[src/rtl/noc_params.sv]
// Shared NoC router parameters and types for the switch allocator slice.
// Pure declarations: no logic, no latency.
// No flow control of its own; consumers size ports and counters from here.
package noc_params;

  localparam int PORT_NUM    = 5;
  localparam int VC_NUM      = 2;
  localparam int BUFFER_SIZE = 8;

  localparam int SEL_SIZE  = $clog2(PORT_NUM);
  localparam int VC_SIZE   = $clog2(VC_NUM);
  localparam int CRED_SIZE = $clog2(BUFFER_SIZE + 1);

  typedef logic [SEL_SIZE-1:0]  port_t;
  typedef logic [VC_SIZE-1:0]   vc_t;
  typedef logic [CRED_SIZE-1:0] cred_t;

endpackage

[src/rtl/switch_allocator_if.sv]
// Bundle between input buffers/credit return and the switch allocator.
// Wires only; allocator results appear one cycle after the requests.
// Credit-based: downstream returns credits here, no ready signal exists.
interface switch_allocator_if;
  import noc_params::*;

  logic  [PORT_NUM-1:0][VC_NUM-1:0] request_i;
  port_t [PORT_NUM-1:0][VC_NUM-1:0] out_port_i;
  vc_t   [PORT_NUM-1:0][VC_NUM-1:0] ds_vc_i;
  logic  [PORT_NUM-1:0]             credit_valid_i;
  vc_t   [PORT_NUM-1:0]             credit_vc_i;
  logic  [PORT_NUM-1:0][VC_NUM-1:0] grant_o;
  port_t [PORT_NUM-1:0]             sel_o;
  logic  [PORT_NUM-1:0]             valid_sel_o;

  // Upstream side: input buffers, route/VC state and credit return
  modport master (
    output request_i, out_port_i, ds_vc_i, credit_valid_i, credit_vc_i,
    input  grant_o, sel_o, valid_sel_o
  );

  // Allocator side
  modport slave (
    input  request_i, out_port_i, ds_vc_i, credit_valid_i, credit_vc_i,
    output grant_o, sel_o, valid_sel_o
  );

endinterface

[src/rtl/round_robin_arbiter.sv]
// N-way round-robin arbiter: one-hot grant starting the search at the pointer.
// Grant is combinational; pointer moves to winner+1 at the clock edge.
// Pointer holds when update_i is low or nothing is requested.
module round_robin_arbiter #(
  parameter int N = 2
) (
  input  logic         clk,
  input  logic         rst,
  input  logic [N-1:0] requests_i,
  input  logic         update_i,
  output logic [N-1:0] grants_o
);

  localparam int PW = (N > 1) ? $clog2(N) : 1;

  logic [PW-1:0] r_ptr;
  logic [PW-1:0] w_win;
  logic [PW-1:0] w_idx;
  logic          w_found;
  int            w_pos;

  // Search requests in priority order starting at the pointer
  always_comb begin
    grants_o = '0;
    w_found  = 1'b0;
    w_win    = '0;
    w_idx    = '0;
    w_pos    = 0;
    for (int k = 0; k < N; k++) begin
      w_pos = int'(r_ptr) + k;
      if (w_pos >= N) w_pos = w_pos - N;
      w_idx = PW'(w_pos);
      if (!w_found && requests_i[w_idx]) begin
        grants_o[w_idx] = 1'b1;
        w_found         = 1'b1;
        w_win           = w_idx;
      end
    end
  end

  // Advance the pointer past the winner so it gets lowest priority next
  always_ff @(posedge clk or negedge rst) begin
    if (!rst) begin
      r_ptr <= '0;
    end else if (update_i && w_found) begin
      r_ptr <= (w_win == PW'(N - 1)) ? '0 : w_win + 1'b1;
    end
  end

endmodule

[src/rtl/switch_allocator.sv]
// Separable input-first switch allocator with per-output/per-VC credit tracking.
// Requests in cycle t produce registered grant_o/sel_o/valid_sel_o in cycle t+1.
// Credit-gated: a VC competes only while its downstream VC has a free slot.
// Optional macro SWITCH_ALLOC_ISLIP_EN: stage-1 pointers move only on a final win.
module switch_allocator
  import noc_params::*;
(
  input  logic               clk,
  input  logic               rst,
  switch_allocator_if.slave  sa_if
);

  cred_t r_credit [PORT_NUM][VC_NUM];
  logic  [PORT_NUM-1:0][VC_NUM-1:0]   r_grant;
  port_t [PORT_NUM-1:0]               r_sel;
  logic  [PORT_NUM-1:0]               r_vsel;

  logic  [PORT_NUM-1:0][VC_NUM-1:0]   w_elig;
  logic  [PORT_NUM-1:0][VC_NUM-1:0]   w_s1_gnt;
  logic  [PORT_NUM-1:0]               w_s1_vld;
  logic  [PORT_NUM-1:0]               w_s1_upd;
  port_t [PORT_NUM-1:0]               w_s1_port;
  vc_t   [PORT_NUM-1:0]               w_s1_vc;
  logic  [PORT_NUM-1:0][PORT_NUM-1:0] w_s2_req;
  logic  [PORT_NUM-1:0][PORT_NUM-1:0] w_s2_gnt;
  logic  [PORT_NUM-1:0]               w_in_acc;
  logic  [PORT_NUM-1:0][VC_NUM-1:0]   w_grant;
  port_t [PORT_NUM-1:0]               w_sel;
  logic  [PORT_NUM-1:0][VC_NUM-1:0]   w_inc;
  logic  [PORT_NUM-1:0][VC_NUM-1:0]   w_dec;
  cred_t w_cred_nxt [PORT_NUM][VC_NUM];
  logic  w_ovf;

  // A VC may compete only if its routed output/downstream VC still has credit
  always_comb begin
    for (int i = 0; i < PORT_NUM; i++) begin
      for (int v = 0; v < VC_NUM; v++) begin
        w_elig[i][v] = sa_if.request_i[i][v] &&
                       (int'(sa_if.out_port_i[i][v]) < PORT_NUM) &&
                       (r_credit[sa_if.out_port_i[i][v]][sa_if.ds_vc_i[i][v]] != '0);
      end
    end
  end

`ifdef SWITCH_ALLOC_ISLIP_EN
  assign w_s1_upd = w_in_acc;
`else
  assign w_s1_upd = '1;
`endif

  genvar gi;
  generate
    for (gi = 0; gi < PORT_NUM; gi++) begin : g_stage1
      round_robin_arbiter #(.N(VC_NUM)) u_vc_arb (
        .clk        (clk),
        .rst        (rst),
        .requests_i (w_elig[gi]),
        .update_i   (w_s1_upd[gi]),
        .grants_o   (w_s1_gnt[gi])
      );
      assign w_s1_vld[gi] = |w_s1_gnt[gi];
    end
    for (gi = 0; gi < PORT_NUM; gi++) begin : g_stage2
      for (genvar gj = 0; gj < PORT_NUM; gj++) begin : g_req
        assign w_s2_req[gi][gj] = w_s1_vld[gj] && (w_s1_port[gj] == port_t'(gi));
      end
      round_robin_arbiter #(.N(PORT_NUM)) u_port_arb (
        .clk        (clk),
        .rst        (rst),
        .requests_i (w_s2_req[gi]),
        .update_i   (1'b1),
        .grants_o   (w_s2_gnt[gi])
      );
    end
  endgenerate

  // Route/VC of each input's stage-1 winner
  always_comb begin
    for (int i = 0; i < PORT_NUM; i++) begin
      w_s1_port[i] = '0;
      w_s1_vc[i]   = '0;
      for (int v = 0; v < VC_NUM; v++) begin
        if (w_s1_gnt[i][v]) begin
          w_s1_port[i] = sa_if.out_port_i[i][v];
          w_s1_vc[i]   = sa_if.ds_vc_i[i][v];
        end
      end
    end
  end

  // Fold stage-2 results into per-input acceptance, final grants and crossbar selects
  always_comb begin
    w_in_acc = '0;
    for (int o = 0; o < PORT_NUM; o++) begin
      w_sel[o] = '0;
      for (int i = 0; i < PORT_NUM; i++) begin
        if (w_s2_gnt[o][i]) begin
          w_in_acc[i] = 1'b1;
          w_sel[o]    = port_t'(i);
        end
      end
    end
    for (int i = 0; i < PORT_NUM; i++) begin
      w_grant[i] = w_in_acc[i] ? w_s1_gnt[i] : '0;
    end
  end

  // Credit bookkeeping: grant consumes, return refills, both at once cancel
  always_comb begin
    w_ovf = 1'b0;
    for (int o = 0; o < PORT_NUM; o++) begin
      for (int v = 0; v < VC_NUM; v++) begin
        w_dec[o][v] = 1'b0;
        for (int i = 0; i < PORT_NUM; i++) begin
          if (w_in_acc[i] && (w_s1_port[i] == port_t'(o)) && (w_s1_vc[i] == vc_t'(v)))
            w_dec[o][v] = 1'b1;
        end
        w_inc[o][v] = sa_if.credit_valid_i[o] && (sa_if.credit_vc_i[o] == vc_t'(v));
        w_cred_nxt[o][v] = r_credit[o][v];
        if (w_inc[o][v] && !w_dec[o][v]) begin
          if (r_credit[o][v] == cred_t'(BUFFER_SIZE)) w_ovf = 1'b1;
          else w_cred_nxt[o][v] = r_credit[o][v] + 1'b1;
        end else if (w_dec[o][v] && !w_inc[o][v]) begin
          w_cred_nxt[o][v] = r_credit[o][v] - 1'b1;
        end
      end
    end
  end

  // Register allocation results and credit counters
  always_ff @(posedge clk or negedge rst) begin
    if (!rst) begin
      r_grant <= '0;
      r_sel   <= '0;
      r_vsel  <= '0;
      for (int o = 0; o < PORT_NUM; o++)
        for (int v = 0; v < VC_NUM; v++)
          r_credit[o][v] <= cred_t'(BUFFER_SIZE);
    end else begin
      r_grant  <= w_grant;
      r_sel    <= w_sel;
      for (int o = 0; o < PORT_NUM; o++) begin
        r_vsel[o] <= |w_s2_gnt[o];
        for (int v = 0; v < VC_NUM; v++)
          r_credit[o][v] <= w_cred_nxt[o][v];
      end
    end
  end

  assign sa_if.grant_o     = r_grant;
  assign sa_if.sel_o       = r_sel;
  assign sa_if.valid_sel_o = r_vsel;

  // A credit returned to an already-full counter means upstream lost track
  a_no_credit_overflow: assert property (@(posedge clk) disable iff (!rst) !w_ovf);

endmodule

[src/flat_wrapper.sv]
// flat-port wrapper written by rule: the top's interface ports become plain ports
module switch_allocator_flat import noc_params::*;
  (clk, rst, sa_if_request_i, sa_if_out_port_i, sa_if_ds_vc_i, sa_if_credit_valid_i, sa_if_credit_vc_i, sa_if_grant_o, sa_if_sel_o, sa_if_valid_sel_o);
  switch_allocator_if sa_if_i ();
  input  logic clk;
  input  logic rst;
  input wire logic [$bits(sa_if_i.request_i)-1:0] sa_if_request_i;
  input wire logic [$bits(sa_if_i.out_port_i)-1:0] sa_if_out_port_i;
  input wire logic [$bits(sa_if_i.ds_vc_i)-1:0] sa_if_ds_vc_i;
  input wire logic [$bits(sa_if_i.credit_valid_i)-1:0] sa_if_credit_valid_i;
  input wire logic [$bits(sa_if_i.credit_vc_i)-1:0] sa_if_credit_vc_i;
  output wire logic [$bits(sa_if_i.grant_o)-1:0] sa_if_grant_o;
  output wire logic [$bits(sa_if_i.sel_o)-1:0] sa_if_sel_o;
  output wire logic [$bits(sa_if_i.valid_sel_o)-1:0] sa_if_valid_sel_o;
  assign sa_if_i.request_i = sa_if_request_i;
  assign sa_if_i.out_port_i = sa_if_out_port_i;
  assign sa_if_i.ds_vc_i = sa_if_ds_vc_i;
  assign sa_if_i.credit_valid_i = sa_if_credit_valid_i;
  assign sa_if_i.credit_vc_i = sa_if_credit_vc_i;
  assign sa_if_grant_o = sa_if_i.grant_o;
  assign sa_if_sel_o = sa_if_i.sel_o;
  assign sa_if_valid_sel_o = sa_if_i.valid_sel_o;
  switch_allocator u_core (.clk(clk), .rst(rst), .sa_if(sa_if_i));
endmodule
[config.mk]
export PLATFORM = sky130hd
export DESIGN_NAME = switch_allocator_flat
export DESIGN_NICKNAME = d
export VERILOG_FILES = /design/src/rtl/noc_params.sv /design/src/rtl/switch_allocator_if.sv /design/src/rtl/round_robin_arbiter.sv /design/src/rtl/switch_allocator.sv /design/src/flat_wrapper.sv
export SDC_FILE = /design/constraint.sdc
export NUM_CORES = 1
export LEC_CHECK = 0
export ABC_AREA = 1
export BUFFER_PORTS_ARGS = -buffer_cell sky130_fd_sc_hd__buf_2
export CAP_MARGIN = 20
export CORE_ASPECT_RATIO = 1.1
export CORE_UTILIZATION = 40
export CTS_BUF_LIST = sky130_fd_sc_hd__clkbuf_8
export DETAILED_ROUTE_END_ITERATION = 8
export PLACE_DENSITY_LB_ADDON = 0.15
export REMOVE_ABC_BUFFERS = 1
export SYNTH_ARGS = -nofsm -noshare
export SYNTH_HDL_FRONTEND = slang
export SYNTH_SLANG_ARGS = --single-unit
[constraint.sdc]
create_clock -name clk -period 5.1 [get_ports clk]
set_clock_uncertainty 0.05 [all_clocks]
set_input_delay 0.255 -clock clk [delete_from_list [all_inputs] [get_ports clk]]
set_output_delay 0.255 -clock clk [all_outputs]
set_load 0.01 [all_outputs]
==> impl_results.rst <==
.. list-table::
   :header-rows: 1

   * - Metric
     - Value
   * - Final worst path period share
     - 0.945
   * - Worst setup path end
     - u_core.r_credit[23]
   * - Number of flops mapped to enable cells by yosys
     - 0
   * - Critical path data required time
     - 5.43 ns
   * - Synthesized instance count
     - 2175
   * - Die outline width
     - 177 µm
   * - Fraction of registers with async set/reset
     - 1.00
   * - Startpoint of the worst register-to-register path
     - u_core.r_credit[7]
   * - Fraction of layout cells with a size suffix above 1
     - 0.254
   * - Result of the run
     - finished clean
   * - Wire length of the first global-routing pass
     - 72500 µm
   * - Routed WL
     - 47000 µm
   * - Post-detailed-route DRC marker count
     - 0
   * - Crit path max fanout
     - 7
   * - Unrepaired setup endpoints after global routing
     - yes
   * - Worst-case reg-to-reg path depth
     - 33
   * - Number of distinct standard cells referenced by the synthesized netlist
     - 58
   * - Die extent in y
     - 195 µm
   * - Maximum level of the CTS H-tree
     - 3
   * - Detailed Place HPWL
     - 38500 µm
   * - Top FF cell, synth
     - dfrtp_1
   * - Worst reg-to-reg setup slack
     - 0.28 ns
   * - Average vias per placed instance
     - 5.20
   * - Relative slew slack
     - 0.482
   * - Number of primary I/O pins
     - 92
   * - Diode insertion count for antenna repair
     - 0
   * - Leading cell type in the layout, fill and taps excluded
     - nand2_1
   * - Capture instance of the worst register-to-register path
     - u_core.r_credit[23]
   * - Count of filler cells inserted in the layout
     - 3496
   * - Setup WS post-layout
     - 0.280 ns
   * - Clock insertion delay at the later pin of the skew report
     - 0.44 ns
   * - Vias post-DR
     - 14700
   * - Total number of clock tree sinks
     - 90
   * - Overall die area
     - 34400 µm²
   * - Iteration count of the initial detailed-routing pass
     - 6
   * - Actual slew at the worst max-slew pin
     - 0.769 ns
   * - Final setup fails
     - 0
   * - Delay contributed by the slowest stage of the critical path
     - 0.58 ns
   * - Layout overhead on the synthesized area
     - 18.0%
   * - Buffer levels on the longest clock path
     - 2
   * - Number of warnings issued by yosys
     - 0
   * - Min Clock Period, post-route
     - 4.82 ns
   * - Post-detailed-route wirelength per cell
     - 16.7 µm
   * - Pins over their slew limit
     - 0
   * - Antenna violations before repair
     - 0
   * - Area leader, netlist
     - nand2_1
   * - Cell Area, Synth
     - 13500 µm²
   * - Area share of the largest cell type after synthesis
     - 0.166
   * - Count of nets left with antenna violations after detail routing
     - 0
   * - Type of destination of the critical path
     - flop
   * - Most common cell on crit path
     - nand2_1
   * - Start-to-end type of the worst setup path
     - reg -> reg
   * - Starting DRC count in detailed routing
     - 1012
   * - Synth Register Bits
     - 90
   * - Path category of the worst min-delay check
     - in -> reg
   * - Top post-synthesis cells by area
     - nand2_1 (17%), dfrtp_1 (15%), inv_1 (8.7%), nand3_1 (8.3%), ha_1 (6.5%)
   * - Slowest library cell on the worst path
     - dfstp_2
   * - Max-capacitance violation count
     - 0
   * - Count of cells along the worst hold path
     - 4
   * - Post-placement setup slack
     - -0.167 ns
   * - Vias in the first global route
     - 13900
   * - Floorplan Core Area
     - 33200 µm²
   * - Highest-count cells in the layout ignoring fill and taps
     - nand2_1 (585), inv_1 (308), nand3_1 (217)
   * - Effective utilization at floorplan
     - 0.406
   * - GPL Wtd Cong
     - 0.934
   * - Buffer cell driving the clock tree root
     - clkbuf_8
   * - CTS clk-pin slew, worst paths
     - 0.11 ns
   * - Data arrival, critical path
     - 5.16 ns
   * - Kind of launch point of the worst setup path
     - flop
   * - Final #Nets
     - 2530
   * - Global route total overflow
     - 0
   * - Launching element of the worst setup path
     - u_core.r_credit[7]
   * - Seq/Total Area, Yosys
     - 0.168
   * - # port buffers
     - 91
   * - Top achievable clock speed
     - 0.207 GHz
   * - TritonCTS clock tree
     - done
   * - Global routing usage summed across all routing layers
     - 0.271
   * - Final hold viol count
     - 0
   * - Average footprint of a synthesized cell
     - 6.20 µm²
   * - Largest net degree at the start of global routing
     - 50
   * - Row count
     - 70
   * - TritonCTS Buffers
     - 9
[per-stage QoR]
step | cells | hold WS, ns | TNS (ns) | utilization | instance area [µm²]
2_1_floorplan | 2159 | -0.0906 | 0 | - | 13400
3_3_place_gp | 2787 | 0.252 | -0.0955 | 0.458 | 15200
3_5_place_dp | 2787 | 0.258 | -0.240 | 0.458 | 15200
4_1_cts | 2804 | 0.132 | 0 | 0.465 | 15400
5_1_grt | 2820 | 0.167 | -0.179 | 0.479 | 15900
6_report | 2820 | 0.150 | 0 | 0.479 | 15900
[flip-flops by register name, summed over array words and instances (netlist names), named ones only]
name,cells
u_core.sa_if.valid_sel_o,5
u_core.r_credit,40
u_core.g_stage2.u_port_arb.r_ptr,15
u_core.sa_if.grant_o,10
u_core.sa_if.sel_o,15
[worst min-delay path by stage]
stage	startpoint	to	slack, ns
final	sa_if_credit_vc_i[3]	u_core.r_credit[13]	0.15
after global routing	sa_if_credit_vc_i[3]	u_core.r_credit[13]	0.17
after CTS	sa_if_credit_vc_i[3]	u_core.r_credit[13]	0.13
after detailed placement	rst	u_core.r_credit[4]	0.26
after global placement	rst	u_core.r_credit[4]	0.25
after floorplan	rst	asynchronous set/reset pin	-0.09
[metal layers]
metal  vias up  wire, µm  GRT usage
li1       7355         -          -
met2       412     22500      0.459
met3       100      2330     0.0442
met5         -         0          0
met1      6801     19900      0.332
met4         0      2210      0.129
[area by class of cell]
type	count	area, µm²	area share
Multi-Input combinational cell	1699	10100	0.633
Sequential cell	90	2270	0.143
Timing Repair Buffer	212	1420	0.0894
Inverter	371	1410	0.0884
Tap cell	432	541	0.0340
Clock buffer	11	151	0.00951
Clock inverter	5	53.8	0.00338
[Yosys cell counts, types with 10 or more instances]
library cell  number
nor3_1            34
ha_1              70
nand3_2           58
nand3b_1          11
o22ai_1           21
nor2_1           185
inv_2             56
nor2_2            49
nand2_2           57
a31oi_1           12
xor2_1            47
dfrtp_1           80
o21ai_0           85
nand2_1          597
dfstp_2           10
nor2_4            30
a21oi_1           49
fa_1              15
nand2_4           13
nand3_1          223
nand4_1           28
o21ai_1           35
inv_1            312
[cell families (layout without fill, tap and decap cells)]
| family | Yosys count | in the layout | share of synthesized area |
|---|---|---|---|
| AO/OA/AOI/OAI | 247 | 247 | 0.109 |
| XOR/XNOR | 55 | 55 | 0.0363 |
| adder cells (fa/ha/maj) | 85 | 85 | 0.0872 |
| buffers and inverters | 387 | 599 | 0.112 |
| flip-flops | 90 | 90 | 0.168 |
| AND/OR/NAND/NOR | 1311 | 1312 | 0.488 |
[worst max-delay path: cells and delay by family (launching register included)]
family,cells,cell delay (ns)
AOI/OAI and AO/OA,3,0.84
buffers and inverters,7,0.66
adders and majority gates,1,0.27
DFF,1,0.58
and+or+nand+nor,22,2.33
[timing repair]
action / CTS / global route
buffers inserted: 0 / 15
cloned: 0 / 1
endpoints found under the hold margin: 38 / 0
resized for setup: 7 / 95
endpoints found under the setup margin: 9 / 30
pin swaps: 0 / 19
hold buffers: 1 / 0
Power is not shown: default switching activity piles up to over one toggle a cycle in this logic, so the estimate is an artifact.
